### src/rtl/cache_axi_rd_arbiter_if.sv
// Read-side bundle shared by the cache requesters, the read arbiter and the AXI read port.
// The master modport is the arbiter's view; the slave modport is the view of the
// surrounding requesters and AXI slave that drive the arbiter's inputs.
interface cache_axi_rd_arbiter_if #(
  parameter int LINE_WORDS = 8,
  parameter int ADDR_W     = 32,
  parameter int DATA_W     = 32
);
  logic [3:0]                   rd_req_i;
  logic [4*ADDR_W-1:0]          rd_addr_i;
  logic                         flush_i;
  logic [3:0]                   rd_valid_o;
  logic [LINE_WORDS*DATA_W-1:0] rd_data_o;
  logic                         busy_o;
  logic                         axi_ren_o;
  logic                         axi_arready_i;
  logic [ADDR_W-1:0]            axi_raddr_o;
  logic [3:0]                   axi_rlen_o;
  logic                         axi_rready_o;
  logic                         axi_rvalid_i;
  logic [DATA_W-1:0]            axi_rdata_i;

  modport master (
    input  rd_req_i, rd_addr_i, flush_i, axi_arready_i, axi_rvalid_i, axi_rdata_i,
    output rd_valid_o, rd_data_o, busy_o, axi_ren_o, axi_raddr_o, axi_rlen_o, axi_rready_o
  );

  modport slave (
    output rd_req_i, rd_addr_i, flush_i, axi_arready_i, axi_rvalid_i, axi_rdata_i,
    input  rd_valid_o, rd_data_o, busy_o, axi_ren_o, axi_raddr_o, axi_rlen_o, axi_rready_o
  );
endinterface

### src/rtl/cache_axi_rd_arbiter.sv
// Shares one AXI read channel among DCache refill, uncached data, ICache refill and
// uncached inst reads. One transaction at a time: grant, issue the read, collect the
// beats into a line buffer, then pulse valid to the winner (unless flushed).
module cache_axi_rd_arbiter #(
  parameter int LINE_WORDS = 8,
  parameter int ADDR_W     = 32,
  parameter int DATA_W     = 32
) (
  input logic clk,
  input logic rst,
  cache_axi_rd_arbiter_if.master bus
);

  localparam int OFF_W = $clog2(LINE_WORDS * 4);
  localparam int IDX_W = (LINE_WORDS > 1) ? $clog2(LINE_WORDS) : 1;
  localparam logic [3:0] REFILL_LEN = 4'(LINE_WORDS - 1);
  localparam logic [ADDR_W-1:0] LINE_MASK = ~ADDR_W'((1 << OFF_W) - 1);

  typedef enum logic [1:0] {IDLE, ADDR, DATA, RESP} state_t;

  state_t state, next_state;

  logic [3:0]                        grant;
  logic [ADDR_W-1:0]                 addr_q;
  logic [3:0]                        rlen_q;
  logic [3:0]                        cnt;
  logic                              drop;
  logic                              last_inst;
  logic [LINE_WORDS-1:0][DATA_W-1:0] line_buf;

  logic [3:0]        req_masked;
  logic [3:0]        pick;
  logic              data_any;
  logic              inst_any;
  logic              take_inst;
  logic [ADDR_W-1:0] pick_addr;
  logic [3:0]        pick_len;

  // Group round-robin between data and inst, fixed refill-first priority inside a group.
  always_comb begin
    req_masked = bus.rd_req_i & ~(bus.flush_i ? 4'b1100 : 4'b0000);
    data_any   = |req_masked[1:0];
    inst_any   = |req_masked[3:2];
    take_inst  = inst_any && (!data_any || !last_inst);
    pick       = 4'b0000;
    if (take_inst) begin
      pick = req_masked[2] ? 4'b0100 : 4'b1000;
    end else if (data_any) begin
      pick = req_masked[0] ? 4'b0001 : 4'b0010;
    end
    pick_addr = '0;
    pick_len  = 4'd0;
    case (pick)
      4'b0001: begin
        pick_addr = bus.rd_addr_i[0 +: ADDR_W] & LINE_MASK;
        pick_len  = REFILL_LEN;
      end
      4'b0010: pick_addr = bus.rd_addr_i[ADDR_W +: ADDR_W];
      4'b0100: begin
        pick_addr = bus.rd_addr_i[2*ADDR_W +: ADDR_W] & LINE_MASK;
        pick_len  = REFILL_LEN;
      end
      4'b1000: pick_addr = bus.rd_addr_i[3*ADDR_W +: ADDR_W];
      default: ;
    endcase
  end

  // State register.
  always_ff @(posedge clk or negedge rst) begin
    if (!rst) begin
      state <= IDLE;
    end else begin
      state <= next_state;
    end
  end

  // Next state: completion is decided purely by the beat count, there is no rlast.
  always_comb begin
    next_state = state;
    case (state)
      IDLE: if (|pick) next_state = ADDR;
      ADDR: if (bus.axi_arready_i) next_state = DATA;
      DATA: if (bus.axi_rvalid_i && (cnt == rlen_q)) next_state = RESP;
      RESP: next_state = IDLE;
      default: next_state = IDLE;
    endcase
  end

  // Grant/address capture, beat collection and the flush drop flag.
  always_ff @(posedge clk or negedge rst) begin
    if (!rst) begin
      grant     <= 4'b0000;
      addr_q    <= '0;
      rlen_q    <= 4'd0;
      cnt       <= 4'd0;
      drop      <= 1'b0;
      last_inst <= 1'b1;
      line_buf  <= '0;
    end else begin
      case (state)
        IDLE: begin
          if (|pick) begin
            grant     <= pick;
            addr_q    <= pick_addr;
            rlen_q    <= pick_len;
            last_inst <= |pick[3:2];
          end
        end
        ADDR: begin
          if (bus.axi_arready_i) cnt <= 4'd0;
          if (bus.flush_i && (|grant[3:2])) drop <= 1'b1;
        end
        DATA: begin
          if (bus.axi_rvalid_i) begin
            line_buf[cnt[IDX_W-1:0]] <= bus.axi_rdata_i;
            cnt                      <= cnt + 4'd1;
          end
          if (bus.flush_i && (|grant[3:2])) drop <= 1'b1;
        end
        // A flush seen in RESP cannot retract the pulse already decoded this cycle.
        RESP: drop <= 1'b0;
        default: ;
      endcase
    end
  end

  // Outputs decoded from state and registers only.
  always_comb begin
    bus.rd_valid_o   = ((state == RESP) && !drop) ? grant : 4'b0000;
    bus.rd_data_o    = line_buf;
    bus.busy_o       = (state != IDLE);
    bus.axi_ren_o    = (state == ADDR);
    bus.axi_raddr_o  = addr_q;
    bus.axi_rlen_o   = rlen_q;
    bus.axi_rready_o = (state == DATA);
  end

endmodule

### src/flat_wrapper.sv
// flat-port wrapper written by rule: the top's interface ports become plain ports
module cache_axi_rd_arbiter_flat 
#(
  parameter int LINE_WORDS = 8,
  parameter int ADDR_W     = 32,
  parameter int DATA_W     = 32
)
  (clk, rst, bus_rd_req_i, bus_rd_addr_i, bus_flush_i, bus_axi_arready_i, bus_axi_rvalid_i, bus_axi_rdata_i, bus_rd_valid_o, bus_rd_data_o, bus_busy_o, bus_axi_ren_o, bus_axi_raddr_o, bus_axi_rlen_o, bus_axi_rready_o);
  cache_axi_rd_arbiter_if #(.LINE_WORDS(LINE_WORDS), .ADDR_W(ADDR_W), .DATA_W(DATA_W)) bus_i ();
  input logic clk;
  input logic rst;
  input wire logic [$bits(bus_i.rd_req_i)-1:0] bus_rd_req_i;
  input wire logic [$bits(bus_i.rd_addr_i)-1:0] bus_rd_addr_i;
  input wire logic [$bits(bus_i.flush_i)-1:0] bus_flush_i;
  input wire logic [$bits(bus_i.axi_arready_i)-1:0] bus_axi_arready_i;
  input wire logic [$bits(bus_i.axi_rvalid_i)-1:0] bus_axi_rvalid_i;
  input wire logic [$bits(bus_i.axi_rdata_i)-1:0] bus_axi_rdata_i;
  output wire logic [$bits(bus_i.rd_valid_o)-1:0] bus_rd_valid_o;
  output wire logic [$bits(bus_i.rd_data_o)-1:0] bus_rd_data_o;
  output wire logic [$bits(bus_i.busy_o)-1:0] bus_busy_o;
  output wire logic [$bits(bus_i.axi_ren_o)-1:0] bus_axi_ren_o;
  output wire logic [$bits(bus_i.axi_raddr_o)-1:0] bus_axi_raddr_o;
  output wire logic [$bits(bus_i.axi_rlen_o)-1:0] bus_axi_rlen_o;
  output wire logic [$bits(bus_i.axi_rready_o)-1:0] bus_axi_rready_o;
  assign bus_i.rd_req_i = bus_rd_req_i;
  assign bus_i.rd_addr_i = bus_rd_addr_i;
  assign bus_i.flush_i = bus_flush_i;
  assign bus_i.axi_arready_i = bus_axi_arready_i;
  assign bus_i.axi_rvalid_i = bus_axi_rvalid_i;
  assign bus_i.axi_rdata_i = bus_axi_rdata_i;
  assign bus_rd_valid_o = bus_i.rd_valid_o;
  assign bus_rd_data_o = bus_i.rd_data_o;
  assign bus_busy_o = bus_i.busy_o;
  assign bus_axi_ren_o = bus_i.axi_ren_o;
  assign bus_axi_raddr_o = bus_i.axi_raddr_o;
  assign bus_axi_rlen_o = bus_i.axi_rlen_o;
  assign bus_axi_rready_o = bus_i.axi_rready_o;
  cache_axi_rd_arbiter #(.LINE_WORDS(LINE_WORDS), .ADDR_W(ADDR_W), .DATA_W(DATA_W)) u_core (.clk(clk), .rst(rst), .bus(bus_i));
endmodule
### config.mk
export PLATFORM = sky130hd
export DESIGN_NAME = cache_axi_rd_arbiter_flat
export DESIGN_NICKNAME = d
export VERILOG_FILES = /design/src/rtl/cache_axi_rd_arbiter_if.sv /design/src/rtl/cache_axi_rd_arbiter.sv /design/src/flat_wrapper.sv
export SDC_FILE = /design/constraint.sdc
export NUM_CORES = 1
export LEC_CHECK = 0
export CAP_MARGIN = 25
export CORE_AREA = 2 2 183 185
export CTS_CLUSTER_SIZE = 20
export DETAILED_ROUTE_END_ITERATION = 10
export DIE_AREA = 0 0 185 187
export PLACE_DENSITY = 0.73
export SETUP_SLACK_MARGIN = 0.4
export SLEW_MARGIN = 20
export SYNTH_ARGS = -nofsm -noshare
export SYNTH_HDL_FRONTEND = slang
export SYNTH_SLANG_ARGS = --single-unit
### constraint.sdc
create_clock -name clk -period 1.92 [get_ports clk]
set_clock_uncertainty 0.05 [all_clocks]
set_input_delay 0.384 -clock clk [delete_from_list [all_inputs] [get_ports clk]]
set_output_delay 0.384 -clock clk [all_outputs]
set_load 0.02 [all_outputs]
==> results.tsv, run 1 <==
metric	value	unit
syn_area	12170	sq um
design_area	20830	sq um
drt-initial-drc-count	464	
drive_gt1_share	60.33	%
arrival	1550	ps
slew_headroom	65.29	%
cp-end-kind	output pin	
gp_congestion	0.8258	
outcome	finished, violations left	
synth_fp_nets	982	
grt_use_total	21.24	%
grt_pass1_wl	55.96	mm
rows	67	
p_leak	10.18	nW
synth_edf_count	0	
rsz0062_at_grt	true	
avgSynthCellArea	15.06	sq um
io_buffers	456	
synth.area.top_cells	dfrtp_1, mux2_2, mux2_4, a22oi_1, buf_2	
grt_max_degree	57	
hold_violations	0	
hpwl	27.13	mm
cts_sinks	301	
synth_top_cell_area_share	61.71	%
clock_latency	500	ps
die_h	187	um
yosys.area.top_type	dfrtp_1	
path_clk_slew	60	ps
ir_drop	0.0006733	V
overflow	0	
setup_ws	-66.85	ps
pwr_density_cell	1500	nW/um^2
yosysWarnings	0	
crit_type	flop to output pin	
drc	0	
violations	negative setup slack	
crit_required	1490	ps
cts_tree	yes	
area_delta_synth_final	71.18	%
dr_total_vias	9583	
finalPower	31.24	mW
syn_inst	808	
ant_nets	0	
ys_types	41	
drt_wl_total	44.97	mm
synth_flop_cell	dfrtp_1	
cts_buffer_depth	3	
ys_ff_latch	301	
drv_cap	0	
maxSlewViolCount	0	
die_area	34600	sq um
fin_crit_sh	103.5	%
dr.pass1.iters	4	
setup_viol	4	
initial_core_util	37.02	%
fin_util	63.37	%
antenna_found_initial	4	
hold_class	primary input to asynchronous set/reset pin	
h-tree-depth	2	
wl_per_cell	23.55	um
grt_pass1_vias	9219	
stdcell_count	1909	
core-area	32860	sq um
cts_buffers	34	
synth-async-reset-ratio	100.0	%
yosysSeqAreaShare	61.93	%
dp_cells	1712	
nets	1608	
dpl_cell_area	17820	sq um
layout_min_cycle_time	1987	ps
ioPinCount	468	
die_width	185	um
clock-root-buffer	clkbuf_16	
place_ws	-394.0	ps
fmax	0.5033	GHz
cp_max_fo	4	
vias_per_cell	5.020	
start_kind	flop	
worstMarginPinSlew	520.7	ps
cell usage in the layout (no fill, tap or decap), drive strengths merged, types with 2 or more instances in the layout:
cell type | synthesis | layout
ha | 5 | 5
and2 | 4 | 4
a21oi | 8 | 8
dfrtp | 300 | 300
a22oi | 59 | 59
nand2b | 3 | 3
clkinv | 0 | 10
nor3 | 2 | 2
a31oi | 27 | 27
buf | 48 | 460
or3 | 2 | 2
a21o | 2 | 2
diode | 0 | 4
mux2 | 262 | 262
o21ai | 2 | 2
clkdlybuf4s50 | 0 | 157
inv | 5 | 7
nor2 | 41 | 41
o21a | 2 | 2
a22o | 4 | 4
clkbuf | 5 | 72
o22ai | 2 | 2
nand2 | 7 | 7
nor2b | 2 | 2
kinds of logic after synthesis:
group                    share of synthesized area (%)
AO/OA/AOI/OAI                                    6.706
adder cells (fa/ha/maj)                         0.5142
buffers and inverters                            2.674
flip-flops                                       61.93
multiplexers                                     25.49
other                                          0.03083
AND/OR/NAND/NOR                                  2.664
through the flow:
stage	hold WS, ps	setup TNS (ps)
2_1_floorplan	38.41	-900.1
3_3_place_gp	310.8	-81000
3_5_place_dp	310.5	-80640
4_1_cts	367.8	-488.7
5_1_grt	385.3	-1524
6_report	355.5	-245.4
power breakdown:
group	leakage [nW]	internal [mW]	total, mW	switching [mW]
clock network	0.535	3.60	6.22	2.62
logic	5.72	7.87	14.9	7.02
registers	3.92	8.58	10.1	1.56
final timing paths:
path,startpoint,to,slack [ps],depth (start not counted)
worst max-delay path,u_core.state[0],bus_rd_valid_o[2],-70,4
worst min-delay path,rst,u_core.bus.rd_data_o[203],360,2
worst max register to register,u_core.state[1],u_core.bus.rd_data_o[97],0,8
worst min register to register,u_core.last_inst,u_core.last_inst,450,2
max in group asynchronous,rst,u_core.last_inst,740,3
min in group clk,u_core.last_inst,u_core.last_inst,450,2
flip-flops by register name, summed over array words and instances (netlist names):
signal,count
u_core.drop,1
u_core.bus.rd_data_o,256
u_core.bus.axi_raddr_o,32
u_core.grant,4
u_core.bus.axi_rlen_o,1
u_core.last_inst,1
u_core.state,2
u_core.cnt,4
critical path: stages, from the launching register on:
cell     delay (ps)
dfrtp_1         390
ha_2            200
nor2b_4         190
and2_1          160
buf_6           120
repair_timing:
| item | CTS | global route |
|---|---|---|
| cloned | 2 | 26 |
| hold endpoints to repair | 41 | 0 |
| gates resized for setup | 1313 | 481 |
| endpoints found under the setup margin | 597 | 431 |
| pin swaps | 6 | 16 |
| setup buffers | 10 | 95 |
| hold buffers | 1 | 0 |
layout make-up:
| class | instances | area, sq um |
|---|---|---|
| diodes | 4 | 10.01 |
| clock buffers | 47 | 980.9 |
| clock inverters | 12 | 82.58 |
| fillers | 2468 | 12040 |
| inverters | 5 | 26.28 |
| multi-input cells | 449 | 5539 |
| flip-flops and latches | 301 | 7536 |
| well taps | 448 | 560.5 |
| repair buffers | 643 | 6090 |
synthesized netlist by cell type (3+ instances only):
library cell and count:
a21oi_1 8, a22o_1 4, a22oi_1 59, a31oi_1 27, and2_1 4, buf_2 38, buf_4 4, buf_6 6
clkbuf_1 5, dfrtp_1 300, ha_1 5, inv_1 5, mux2_2 221, mux2_4 40, nand2_1 7, nand2b_1 3
nor2_1 41
routing by layer:
layer | share of wire (%) | up-vias | track usage [%]
met5 | 0 | - | 0
met1 | 38 | 4882 | 24.14
met3 | 6.3 | 106 | 4.809
li1 | - | 4188 | -
met4 | 4.7 | 0 | 9.829
met2 | 51 | 407 | 37.65
No activity file was read; power rests on OpenSTA's default activity.
==> run 2, diff against run 1 <==
--- a/config.mk
+++ b/config.mk
@@ -6,11 +6,12 @@
 export NUM_CORES = 1
 export LEC_CHECK = 0
 export CAP_MARGIN = 25
-export CORE_AREA = 2 2 183 185
+export CORE_AREA = 2 2 181 183
+export CTS_BUF_LIST = sky130_fd_sc_hd__clkbuf_4
 export CTS_CLUSTER_SIZE = 20
 export DETAILED_ROUTE_END_ITERATION = 10
-export DIE_AREA = 0 0 185 187
-export PLACE_DENSITY = 0.73
+export DIE_AREA = 0 0 183 185
+export PLACE_DENSITY = 0.74
 export SETUP_SLACK_MARGIN = 0.4
 export SLEW_MARGIN = 20
 export SYNTH_ARGS = -nofsm -noshare
==> run 2 against run 1 <==
Against the previous run: flip-flop and latch count unchanged; setup slack worse by 170 ps; critical path depth unchanged; die area down 2.1%; total power up 5.4%; worst hold slack worse by 210 ps; combinational power up 13%; the run still ends with negative setup slack left; largest power group unchanged; maximum frequency down 7.7%; largest cell class is now non-clock buffers; clock power down 7.6%.
==> results.tsv, run 2 (synthesis results as in run 1) <==
metric	value	unit	change
nets	1729		+7.5%
hold_class	primary input to asynchronous set/reset pin		
pwr_density_cell	1487	nW/um^2	-0.88%
overflow	0		unchanged
largest_reg_flops	256		unchanged
worstPathCellList	ha_2 -> nor2b_4 -> and2_1 -> buf_6		
setup_ws	-232.1	ps	-165.2 ps
io_buffers	456		unchanged
start_kind	flop		
grt_pass1_vias	10180		+10%
gp_congestion	0.7826		-5.2%
ir_drop	0.0007948	V	+18%
vias_per_cell	5.058		+0.76%
clock-root-buffer	clkbuf_4		
crit_required	1490	ps	about the same
layout_min_cycle_time	2152	ps	+165.2 ps
cts_sinks	301		unchanged
cts_tree	yes		
initial_core_util	37.97	%	+0.95 points
antenna_found_initial	3		-1
drt-initial-drc-count	441		-5.0%
grt_use_total	23.07	%	+1.8 points
drv_cap	0		unchanged
h-tree-depth	3		+1
final_cell_mix	buf_6, dfrtp_1, mux2_4		
die_area	33860	sq um	-2.1%
cts_buffers	82		+140%
die_h	185	um	-1.1%
slowest_delay	410	ps	+20 ps
fin_crit_sh	112.1	%	+8.6 points
maxSlewViolCount	0		unchanged
rows	66		-1.5%
slowest_stage	dfrtp_1		
cp-end-kind	output pin		
ioPinCount	468		unchanged
grt_pass1_wl	59.31	mm	+6.0%
path_clk_slew	80	ps	+20 ps
ant_nets	0		unchanged
setup_viol	180		+176
arrival	1720	ps	+170 ps
rsz0062_at_grt	true		
place_ws	-362.5	ps	+31.53 ps
final_common_cell	buf_6		
crit_type	flop to output pin		
fmax	0.4647	GHz	-7.7%
dr.pass1.iters	4		unchanged
hpwl	25.71	mm	-5.2%
dr_total_vias	10240		+6.8%
cts_buffer_depth	3		unchanged
drive_gt1_share	62.03	%	+1.7 points
die_width	183	um	-1.1%
core-area	32040	sq um	-2.5%
fin_util	69.15	%	+5.8 points
hold_violations	0		unchanged
drt_wl_total	45.67	mm	+1.6%
clock_latency	700	ps	+200 ps
p_leak	10.75	nW	+5.6%
area_delta_synth_final	82.11	%	
cp_max_fo	4		unchanged
outcome	finished, violations left		
grt_max_degree	59		+3.5%
wl_per_cell	22.56	um	-4.2%
violations	negative setup slack		
drc	0		unchanged
## run 2: path summary, 6_finish.rpt
kind	from	end	slack [ps]	cells after the start
min in group clk	bus_rd_addr_i[9]	u_core.bus.axi_raddr_o[9]	300	3
setup reg to reg	u_core.state[0]	u_core.bus.rd_data_o[134]	-110	9
hold reg to reg	u_core.grant[0]	u_core.grant[0]	460	1
max in group asynchronous	rst	u_core.last_inst	990	3
hold / removal	rst	u_core.bus.rd_data_o[140]	150	2
setup / recovery	u_core.state[0]	bus_rd_valid_o[2]	-230	4
## run 2: layout make-up
cell class,count,area (sq um)
clock buffer,117,878.3
tap,408,510.5
antenna,4,10.01
timing repair buffer,715,7752
multi-input combinational,450,5305
fill,2102,9886
sequential,301,7536
clock inverter,24,138.9
inverter,5,23.77
## run 2: worst max-delay path: cells and delay by family (launching register included)
| family | cells | cell delay, ps |
|---|---|---|
| buffers and inverters | 1 | 130 |
| adder cells (fa/ha/maj) | 1 | 210 |
| AND/OR/NAND/NOR | 2 | 290 |
| flip-flops | 1 | 410 |
## run 2: what timing repair did
item,4_1_cts,5_1_grt
pin swaps,7,10
endpoints found under the hold margin,300,0
gates cloned,7,17
hold buffers,1,0
gates resized for setup,1896,168
setup buffers,74,109
endpoints found under the setup margin,597,597
## run 2: layer usage
metal  global-route usage (%)  vias to the layer above  wire, um
met3                    7.668                      130      3513
met1                    25.10                     5151     16670
met5                        0                        -         6
li1                         -                     4500         -
met4                    11.14                        2      2066
met2                    40.56                      455     23410
## run 2: power by group
group          leakage [nW]  switching (mW)  total (mW)  internal [mW]
registers              3.92            1.81        10.4           8.58
logic                  6.23            7.11        16.8           9.69
clock network         0.601            2.81        5.75           2.94
## run 2: through the flow
stage / hold slack, ps / total power [mW] / instances / cell area (sq um) / setup TNS [ps]
after floorplan: 38.41 / 16.13 / 808 / 12340 / -900.1
after global placement: 265.3 / 22.13 / 1671 / 17690 / -69540
after detailed placement: 264.8 / 22.41 / 1671 / 17690 / -75210
after CTS: 96.60 / 30.39 / 1894 / 20210 / -7425
after global routing: 110.5 / 34.38 / 2024 / 22160 / -23550
final: 146.5 / 32.94 / 2024 / 22160 / -9483
==> run 3, diff against run 2 <==
--- a/config.mk
+++ b/config.mk
@@ -6,12 +6,14 @@
 export NUM_CORES = 1
 export LEC_CHECK = 0
 export CAP_MARGIN = 25
-export CORE_AREA = 2 2 181 183
+export CORE_ASPECT_RATIO = 1.2
+export CORE_MARGIN = 2
+export CORE_UTILIZATION = 35
 export CTS_BUF_LIST = sky130_fd_sc_hd__clkbuf_4
 export CTS_CLUSTER_SIZE = 20
 export DETAILED_ROUTE_END_ITERATION = 10
-export DIE_AREA = 0 0 183 185
-export PLACE_DENSITY = 0.74
+export PLACE_DENSITY = 0.69
+export REMOVE_ABC_BUFFERS = 1
 export SETUP_SLACK_MARGIN = 0.4
 export SLEW_MARGIN = 20
 export SYNTH_ARGS = -nofsm -noshare
==> run 3 against run 2 <==
Against the previous run: the flow still finishes with violations (negative setup slack); via count is 0.16% lower; final cell count increased by 2.5%; sequential share of layout area is 0.79 points lower; flip-flop and latch count unchanged; register-to-register slack got worse by 50 ps; first-iteration DRC count rose by 0.45%; worst hold slack worse by 24 ps; combinational power up 4%; non-clock buffer count is 32 higher; critical path depth stayed put; setup slack got worse by 6.2 ps; critical path type unchanged; largest cell class unchanged.
==> results.tsv, run 3 (synthesis results as in run 1) <==
metric	value	unit	change
layout_min_cycle_time	2158	ps	+6.203 ps
path_clk_slew	60	ps	-20 ps
setup_ws	-238.3	ps	-6.203 ps
start_kind	flop		
cts_buffer_depth	3		unchanged
net-switching-power	11.77	mW	+0.40%
grt_max_degree	67		+14%
fmax	0.4633	GHz	-0.29%
hold_ws	122.5	ps	-24.00 ps
antenna_found_initial	2		-1
clock_latency	720	ps	+20 ps
fillers	2289		+8.9%
hold_class	primary input to asynchronous set/reset pin		
area_delta_synth_final	86.45	%	
worstMarginPinSlew	530.6	ps	
outcome	finished, violations left		
pwr_density_cell	1467	nW/um^2	-1.3%
largest_reg_flops	256		unchanged
seqCellArea	7536	sq um	unchanged
grt_pass1_vias	10180		-0.0098%
dr_total_vias	10220		-0.16%
rsz0062_at_grt	true		
core-area	34170	sq um	+6.6%
clock-root-buffer	clkbuf_4		
gp_congestion	0.7612		-2.7%
violations	negative setup slack		
arrival	1720	ps	about the same
hold_violations	0		unchanged
dp_cells	1719		+2.9%
stdcell_count	2075		+2.5%
grt_pass1_wl	59.00	mm	-0.53%
p_seq_share	31.3	%	-0.2 points
setup_viol	182		+1.1%
drt-initial-drc-count	443		+0.45%
design_area	22680	sq um	+2.4%
maxSlewViolCount	0		unchanged
fin_crit_sh	112.4	%	+0.32 points
die_width	174.2	um	-4.8%
crit_type	flop to output pin		
overflow	0		unchanged
cts_tree	yes		
cts_buffers	76		-7.3%
initial_core_util	35.61	%	-2.4 points
drt_wl_total	47.47	mm	+3.9%
drv_cap	0		unchanged
p_int	21.50	mW	+1.3%
place_ws	-349.4	ps	+13.06 ps
grt_use_total	21.20	%	-1.9 points
cp_max_fo	4		unchanged
die_h	208.2	um	+13%
ant_nets	0		unchanged
multi_input_comb_area	5479	sq um	+3.3%
final_cell_mix	buf_6, dfrtp_1, mux2_4		
slew_headroom	64.51	%	
cp-end-kind	output pin		
wl_per_cell	22.88	um	+1.4%
cts_sinks	301		unchanged
die_area	36270	sq um	+7.1%
drc	0		unchanged
io_buffers	456		unchanged
ioPinCount	468		unchanged
dpl_cell_area	17760	sq um	+0.37%
p_leak	10.92	nW	+1.5%
nets	1754		+1.4%
h-tree-depth	3		unchanged
final_common_cell	buf_6		
power.share.clock	16.4	%	-1.1 points
hpwl	26.65	mm	+3.6%
ir_drop	0.0008716	V	+9.7%
p_comb_share	52.4	%	+1.4 points
rows	74		+12%
fin_tns_setup	-15030	ps	-5543 ps
vias_per_cell	4.926		-2.6%
crit_required	1490	ps	about the same
drive_gt1_share	64.05	%	+2.0 points
switching_share	35.37	%	-0.21 points
dr.pass1.iters	4		unchanged
run 3: changes by cell type in the layout (fill, tap and decap cells not counted), sizes merged:
| cell | previous run | this run |
|---|---|---|
| buf | 544 | 570 |
| clkinv | 19 | 5 |
| clkbuf | 130 | 124 |
| clkinvlp | 3 | 0 |
| bufinv | 1 | 3 |
| diode | 4 | 3 |
| o31a | 2 | 1 |
run 3: final cells by class:
type,count,area share [%]
antenna,3,0.03310
clock buffer,105,3.475
clock inverter,9,0.4964
inverter,5,0.09377
multi-input combinational,449,24.15
sequential,301,33.22
tap,456,2.515
timing repair buffer,747,36.01
run 3: worst max-delay path, cell delays in order, from the launching register on:
cell and delay [ps]:
dfrtp_2 450, ha_4 180, nor2b_4 130, and2_4 150
buf_6 120
run 3: what timing repair did:
item,CTS,global route
hold buffers,1,0
cloned,5,27
resized for setup,1859,305
setup buffers,78,128
hold endpoints to repair,300,0
endpoints found under the setup margin,597,597
pin swaps,9,14
run 3: path summary, 6_finish.rpt:
path                                         from  cells after the start                    endpoint  slack (ps)
worst min register to register    u_core.grant[1]                      1             u_core.grant[1]         470
min in group clk                bus_rd_addr_i[10]                      3  u_core.bus.axi_raddr_o[10]         290
worst min-delay path                          rst                      2   u_core.bus.rd_data_o[233]         120
worst max register to register    u_core.state[0]                      8    u_core.bus.rd_data_o[38]        -160
worst max-delay path              u_core.state[0]                      4           bus_rd_valid_o[3]        -240
max in group asynchronous                     rst                      3    u_core.bus.rd_data_o[62]        1010
run 3: metal layers:
metal	up-vias	track usage, %	share of wire (%)
met4	0	9.128	3.9
met2	466	38.90	54
met3	99	5.903	6.0
met1	5151	22.61	36
met5	-	0	0
li1	4506	-	-
run 3: power groups by stage:
| stage | registers (mW) | logic, mW | clock network, mW |
|---|---|---|---|
| 2_1_floorplan | 12.4 | 3.36 | 0 |
| 3_3_place_gp | 9.78 | 12.3 | 0 |
| 3_5_place_dp | 9.88 | 12.4 | 0 |
| 4_1_cts | 10.2 | 14.1 | 5.53 |
| 5_1_grt | 10.6 | 18.2 | 5.94 |
| 6_report | 10.4 | 17.4 | 5.44 |
run 3: per-stage QoR:
step	total power [mW]	util, %
after detailed placement	22.29	51.98
final	33.27	66.39
after CTS	29.77	58.38
after global routing	34.73	66.39
after global placement	22.05	51.98
after floorplan	15.76	-
